**config.mk**
```make
export PLATFORM = sky130hd
export DESIGN_NAME = hex_count_ctrl
export DESIGN_NICKNAME = d
export VERILOG_FILES = /design/src/rtl/hex_count_ctrl.sv
export SDC_FILE = /design/constraint.sdc
export NUM_CORES = 1
export LEC_CHECK = 0
export CAP_MARGIN = 20
export CORE_ASPECT_RATIO = 0.8
export CORE_MARGIN = 2
export CORE_UTILIZATION = 45
export DETAILED_ROUTE_END_ITERATION = 8
export PLACE_DENSITY = 0.73
export SETUP_SLACK_MARGIN = 0.4
export SYNTH_ARGS = -nofsm -noshare
export SYNTH_HDL_FRONTEND = slang
export SYNTH_SLANG_ARGS = --single-unit
export TNS_END_PERCENT = 5
```
**constraint.sdc**
```tcl
create_clock -name clk -period 4.83 [get_ports clk]
set_clock_uncertainty 0.1 [all_clocks]
set_input_delay 0.966 -clock clk [delete_from_list [all_inputs] [get_ports clk]]
set_output_delay 0.966 -clock clk [all_outputs]
set_load 0.02 [all_outputs]
```
**src/rtl/hex_count_ctrl.sv**
```systemverilog
// hex_count_ctrl: tick-driven 16-bit up/down hex counter with debounced
// pause/direction/clear buttons and a leading-zero blank mask.
//
// Ports:
//   clk        system clock (fast clock shared with divider and display)
//   rst        asynchronous active-high reset
//   tick_in    slow clock level; one count step per rising edge
//   btn_pause  raw button, each press toggles run/pause
//   btn_dir    raw button, each press toggles up/down
//   btn_clear  raw button, each press zeroes the count
//   count      current count, nibble 3 is the leftmost digit
//   blank      per-digit blank mask, bit i=1 blanks digit i
//   running    1 = counting enabled
//   dir_up     1 = count up, 0 = count down
//   wrap_pulse one-cycle pulse on a wrap-around step
module hex_count_ctrl #(
    parameter int          DEBOUNCE_CYCLES = 120_000,
    parameter logic [15:0] MAX_COUNT       = 16'hFFFF
) (
    input  logic        clk,
    input  logic        rst,
    input  logic        tick_in,
    input  logic        btn_pause,
    input  logic        btn_dir,
    input  logic        btn_clear,
    output logic [15:0] count,
    output logic [3:0]  blank,
    output logic        running,
    output logic        dir_up,
    output logic        wrap_pulse
);

    localparam int DC_W = $clog2(DEBOUNCE_CYCLES);
    localparam logic [DC_W-1:0] DC_LAST = DC_W'(DEBOUNCE_CYCLES - 1);
    localparam logic [DC_W-1:0] DC_ONE  = DC_W'(1);

    // Button lanes: 0 = pause, 1 = dir, 2 = clear
    localparam int B_PAUSE = 0;
    localparam int B_DIR   = 1;
    localparam int B_CLEAR = 2;

    logic            t1;
    logic            t2;
    logic            step;
    logic [2:0]      raw;
    logic [2:0]      s1;
    logic [2:0]      s2;
    logic [2:0]      db;
    logic [2:0]      db_q;
    logic [2:0]      press;
    logic [DC_W-1:0] dc [3];
    logic [15:0]     count_nxt;
    logic            wrap_nxt;

    assign raw   = {btn_clear, btn_dir, btn_pause};
    assign press = db & ~db_q;
    assign step  = t1 & ~t2 & running;

    // Tick edge detector
    always_ff @(posedge clk or posedge rst) begin
        if (rst) begin
            t1 <= 1'b0;
            t2 <= 1'b0;
        end else begin
            t1 <= tick_in;
            t2 <= t1;
        end
    end

    // Synchronizers and debouncers; any mismatch shorter than
    // DEBOUNCE_CYCLES is forgotten as soon as the level returns.
    always_ff @(posedge clk or posedge rst) begin
        if (rst) begin
            s1   <= '0;
            s2   <= '0;
            db   <= '0;
            db_q <= '0;
            for (int i = 0; i < 3; i++) begin
                dc[i] <= '0;
            end
        end else begin
            s1   <= raw;
            s2   <= s1;
            db_q <= db;
            for (int i = 0; i < 3; i++) begin
                if (s2[i] == db[i]) begin
                    dc[i] <= '0;
                end else if (dc[i] == DC_LAST) begin
                    db[i] <= s2[i];
                    dc[i] <= '0;
                end else begin
                    dc[i] <= dc[i] + DC_ONE;
                end
            end
        end
    end

    // Clear wins over a coincident step
    always_comb begin
        count_nxt = count;
        wrap_nxt  = 1'b0;
        if (press[B_CLEAR]) begin
            count_nxt = '0;
        end else if (step) begin
            if (dir_up) begin
                if (count == MAX_COUNT) begin
                    count_nxt = '0;
                    wrap_nxt  = 1'b1;
                end else begin
                    count_nxt = count + 16'd1;
                end
            end else begin
                if (count == '0) begin
                    count_nxt = MAX_COUNT;
                    wrap_nxt  = 1'b1;
                end else begin
                    count_nxt = count - 16'd1;
                end
            end
        end
    end

    always_ff @(posedge clk or posedge rst) begin
        if (rst) begin
            count      <= '0;
            wrap_pulse <= 1'b0;
            running    <= 1'b1;
            dir_up     <= 1'b1;
        end else begin
            count      <= count_nxt;
            wrap_pulse <= wrap_nxt;
            if (press[B_PAUSE]) begin
                running <= ~running;
            end
            if (press[B_DIR]) begin
                dir_up <= ~dir_up;
            end
        end
    end

    // Digit 0 always shows; higher digits blank while all digits
    // from the left down to them are zero.
    assign blank[0] = 1'b0;
    assign blank[1] = (count[15:4] == '0);
    assign blank[2] = (count[15:8] == '0);
    assign blank[3] = (count[15:12] == '0);

endmodule

```
==> summary.md <==
| Metric | Value |
|---|---|
| Outcome | completed |
| Die H | 93.6 um |
| Crit-path max cell delay | approximately 0.66 ns |
| WL final | 9.14 mm |
| First-pass GRT wire length | 15.7 mm |
| Cell count after placement | 598 |
| Die Width | 116 um |
| Arr. time, crit path | 2.43 ns |
| Clock net sink count | 84 |
| IO buf count | 27 |
| CTS buffer count | 9 |
| Max-slew headroom | 0.402 |
| Fillers | 908 |
| Setup tns final | 0 ns |
| Ports | 29 |
| Post-route ant nets | 0 |
| Leading area contributor after synthesis | dfrtp_1 |
| Min cycle time layout | 3.50 ns |
| Fmax | 286 MHz |
| Finished Cell Area | about 5100 um2 |
| Setup Viol. Count Final | 0 |
| Worst path cell trace | nor4_1 > and3_1 > clkdlybuf4s50_1 |
| Synth top area cells | dfrtp_1, xor2_1, xnor2_1 |
| Initial Util | 0.466 |
| # rows | 32 |
| Initial DRC Count | roughly 270 |
| Resized cells post-CTS | 0 |
| Startpoint types | register |
| Largest net degree at the start of global routing | 52 |
| Total of max-cap violations | 0 |
| Post-synth cell types | 62 |
| TritonCTS clock tree | yes |
| CP max stage cell | nor4_1 |
| 1st-pass router iterations | 6 |
| Placed Area | between 4000 and 5000 um2 |
| Post-Synthesis Cells | between 400 and 500 |
| Routability Congestion | ~0.82 |
| Root buf cell | clkbuf_16 |
| Worst-path clk slew | ~0.060 ns |
| Hold Worst Slack | around 0.25 ns |
| Hold_buf cts | 0 |
| RSZ-0062 raised after global routing | no |
| Critical path class | reg -> out |
| Remaining global-route overflow | 0 |
| Top-area cell type share of the netlist area | 0.455 |
| Seq/Total Area, Yosys | 0.466 |
| CTS H-Tree Depth | 3 |
| Fin nets | 486 |
| Final Cycle Share | 0.725 |
| Post-CTS setup buffers | 0 |
| Peak supply drop | 0.156 mV |
| Wire length per cell | 14.9 um |
| Hold Vio Cnt, Final | 0 |
| Post-synth ARST share | 1.00 |
| Final HPWL DP | 6.04 mm |
| Syn avg cell area | 9.81 um2 |
| Worst endpoint required time | 3.76 ns |
| GRT Util Overall | 0.183 |
| Slew @ Worst Pin | roughly 0.9 ns |
| #FFs+latches synth | 84 |
| Area Growth Syn to Fin | 12.9% |
| Via/cell ratio | approximately 5.4 |
| Number of synthesized flops with an enable pin | 0 |
| Syn. warnings | 0 |
| Number of diodes | 0 |
| Syn Std Cell Area | 4510 um2 |
| DRC | 0 |
| Clock latency at the later pin of the worst-skew pair | approximately 0.33 ns |
| Core ar. | 9690 um2 |
| Die area | 10900 um2 |
| Worst-path maximum fanout | 14 |
| PD cells | 277 nW/um2 |
| Initial antenna violation count | 0 |
| Vias | 3345 |
| Share of layout cells above drive strength 1 | 0.0772 |
| Pins over their slew limit | 0 |
| Leak | 0.00219 uW |
| Number of global-route vias before repair | 3222 |
| Layout Cells excl Fill | 615 |
| Post-synthesis net count | 472 |
| Main synth FF type | dfrtp_1 |
| CP endpoint kind | primary output |
| Min-delay worst type | reg -> reg |
| CTS Buffer Depth | 2 |
| Post-layout util | 0.526 |
==> worst max-delay path: cells and delay by family (launching register included) <==
family,cells,cell delay (ns)
DFF,1,0.53
and+or+nand+nor,2,0.95
buffers and inverters,1,0.62
==> power breakdown <==
group          internal (uW)  switching, uW
Combinational           11.9           27.6
Sequential               713           7.90
Clock                    377            273
==> placed cells by master (no fill, tap or decap), types with 10 or more instances in the layout <==
master            n
dfrtp_1          82
nor2_1           64
xor2_1           36
nand2_1          31
xnor2_1          30
clkdlybuf4s50_1  27
nand3_1          26
nand4_1          16
inv_1            12
nor3_1           12
a21oi_1          10
==> per-stage QoR <==
step,power (uW),worst slack [ns]
2_1_floorplan,763,1.60
3_3_place_gp,774,1.83
3_5_place_dp,775,1.78
4_1_cts,1420,1.42
5_1_grt,1470,1.22
6_report,1410,1.33
==> cell usage after synthesis, types with 4 or more instances <==
cell type / n
nor4_1: 6
buf_2: 8
nand2_1: 31
buf_6: 4
inv_1: 13
a22o_1: 5
nor2_1: 64
and3_1: 7
a21oi_1: 10
xor2_1: 36
nand4_1: 16
buf_4: 6
dfrtp_1: 82
and2_1: 4
a21o_1: 5
ha_1: 6
xnor2_1: 30
and4_1: 8
nor3_1: 12
nand3_1: 26
clkbuf_1: 7
o21ai_0: 8
==> registers in the layout, indices dropped and copies added, names as in the netlist <==
name,cells
running,1
s2,3
db_q,3
t1,1
t2,1
dir_up,1
db,3
dc,51
wrap_pulse,1
s1,3
count,16
==> routing by layer <==
layer  vias up  global-route usage  wire length [um]  part of all wire
met4         0              0.0486                89            0.0097
met1      1645               0.260              4420              0.48
met5         -                   0                 0                 0
met2        67               0.277              4290              0.47
met3        11              0.0499               344             0.038
li1       1622                   -                 -                 -
==> worst paths after layout <==
| path | startpoint | endpoint | slack [ns] | cells past startpoint |
|---|---|---|---|---|
| min in group asynchronous | rst | s1[1]$_DFF_PP0_ | 1.02 | 2 |
| hold / removal | s1[0]$_DFF_PP0_ | s2[0]$_DFF_PP0_ | 0.25 | 0 |
| setup / recovery | count[4]$_DFFE_PP0P_ | blank[1] | 1.33 | 3 |
| setup reg to reg | count[0]$_DFFE_PP0P_ | count[2]$_DFFE_PP0P_ | 2.23 | 6 |
| max in group asynchronous | rst | count[10]$_DFFE_PP0P_ | 2.68 | 3 |
| hold reg to reg | s1[0]$_DFF_PP0_ | s2[0]$_DFF_PP0_ | 0.25 | 0 |
==> cell families (layout without fill, tap and decap cells) <==
family / count (synthesis) / count (layout) / synth area share
compound gates: 50 / 50 / 0.0809
xor+xnor: 66 / 66 / 0.128
fa+ha+maj: 6 / 6 / 0.0166
buf+inv: 40 / 59 / 0.0477
flops: 84 / 84 / 0.466
mux: 6 / 6 / 0.0141
other cells: 1 / 1 / 0.000831
simple gates: 207 / 207 / 0.246
==> layout make-up <==
type / instances / area, um2 / area share
repair buffers: 30 / 297 / 0.0582
clock inverters: 3 / 21.3 / 0.00417
well taps: 136 / 170 / 0.0334
inverters: 13 / 50.0 / 0.00982
clock buffers: 13 / 260 / 0.0511
multi-input cells: 336 / 2190 / 0.431
flip-flops and latches: 84 / 2100 / 0.413
Power figures use the tool's default switching activity.
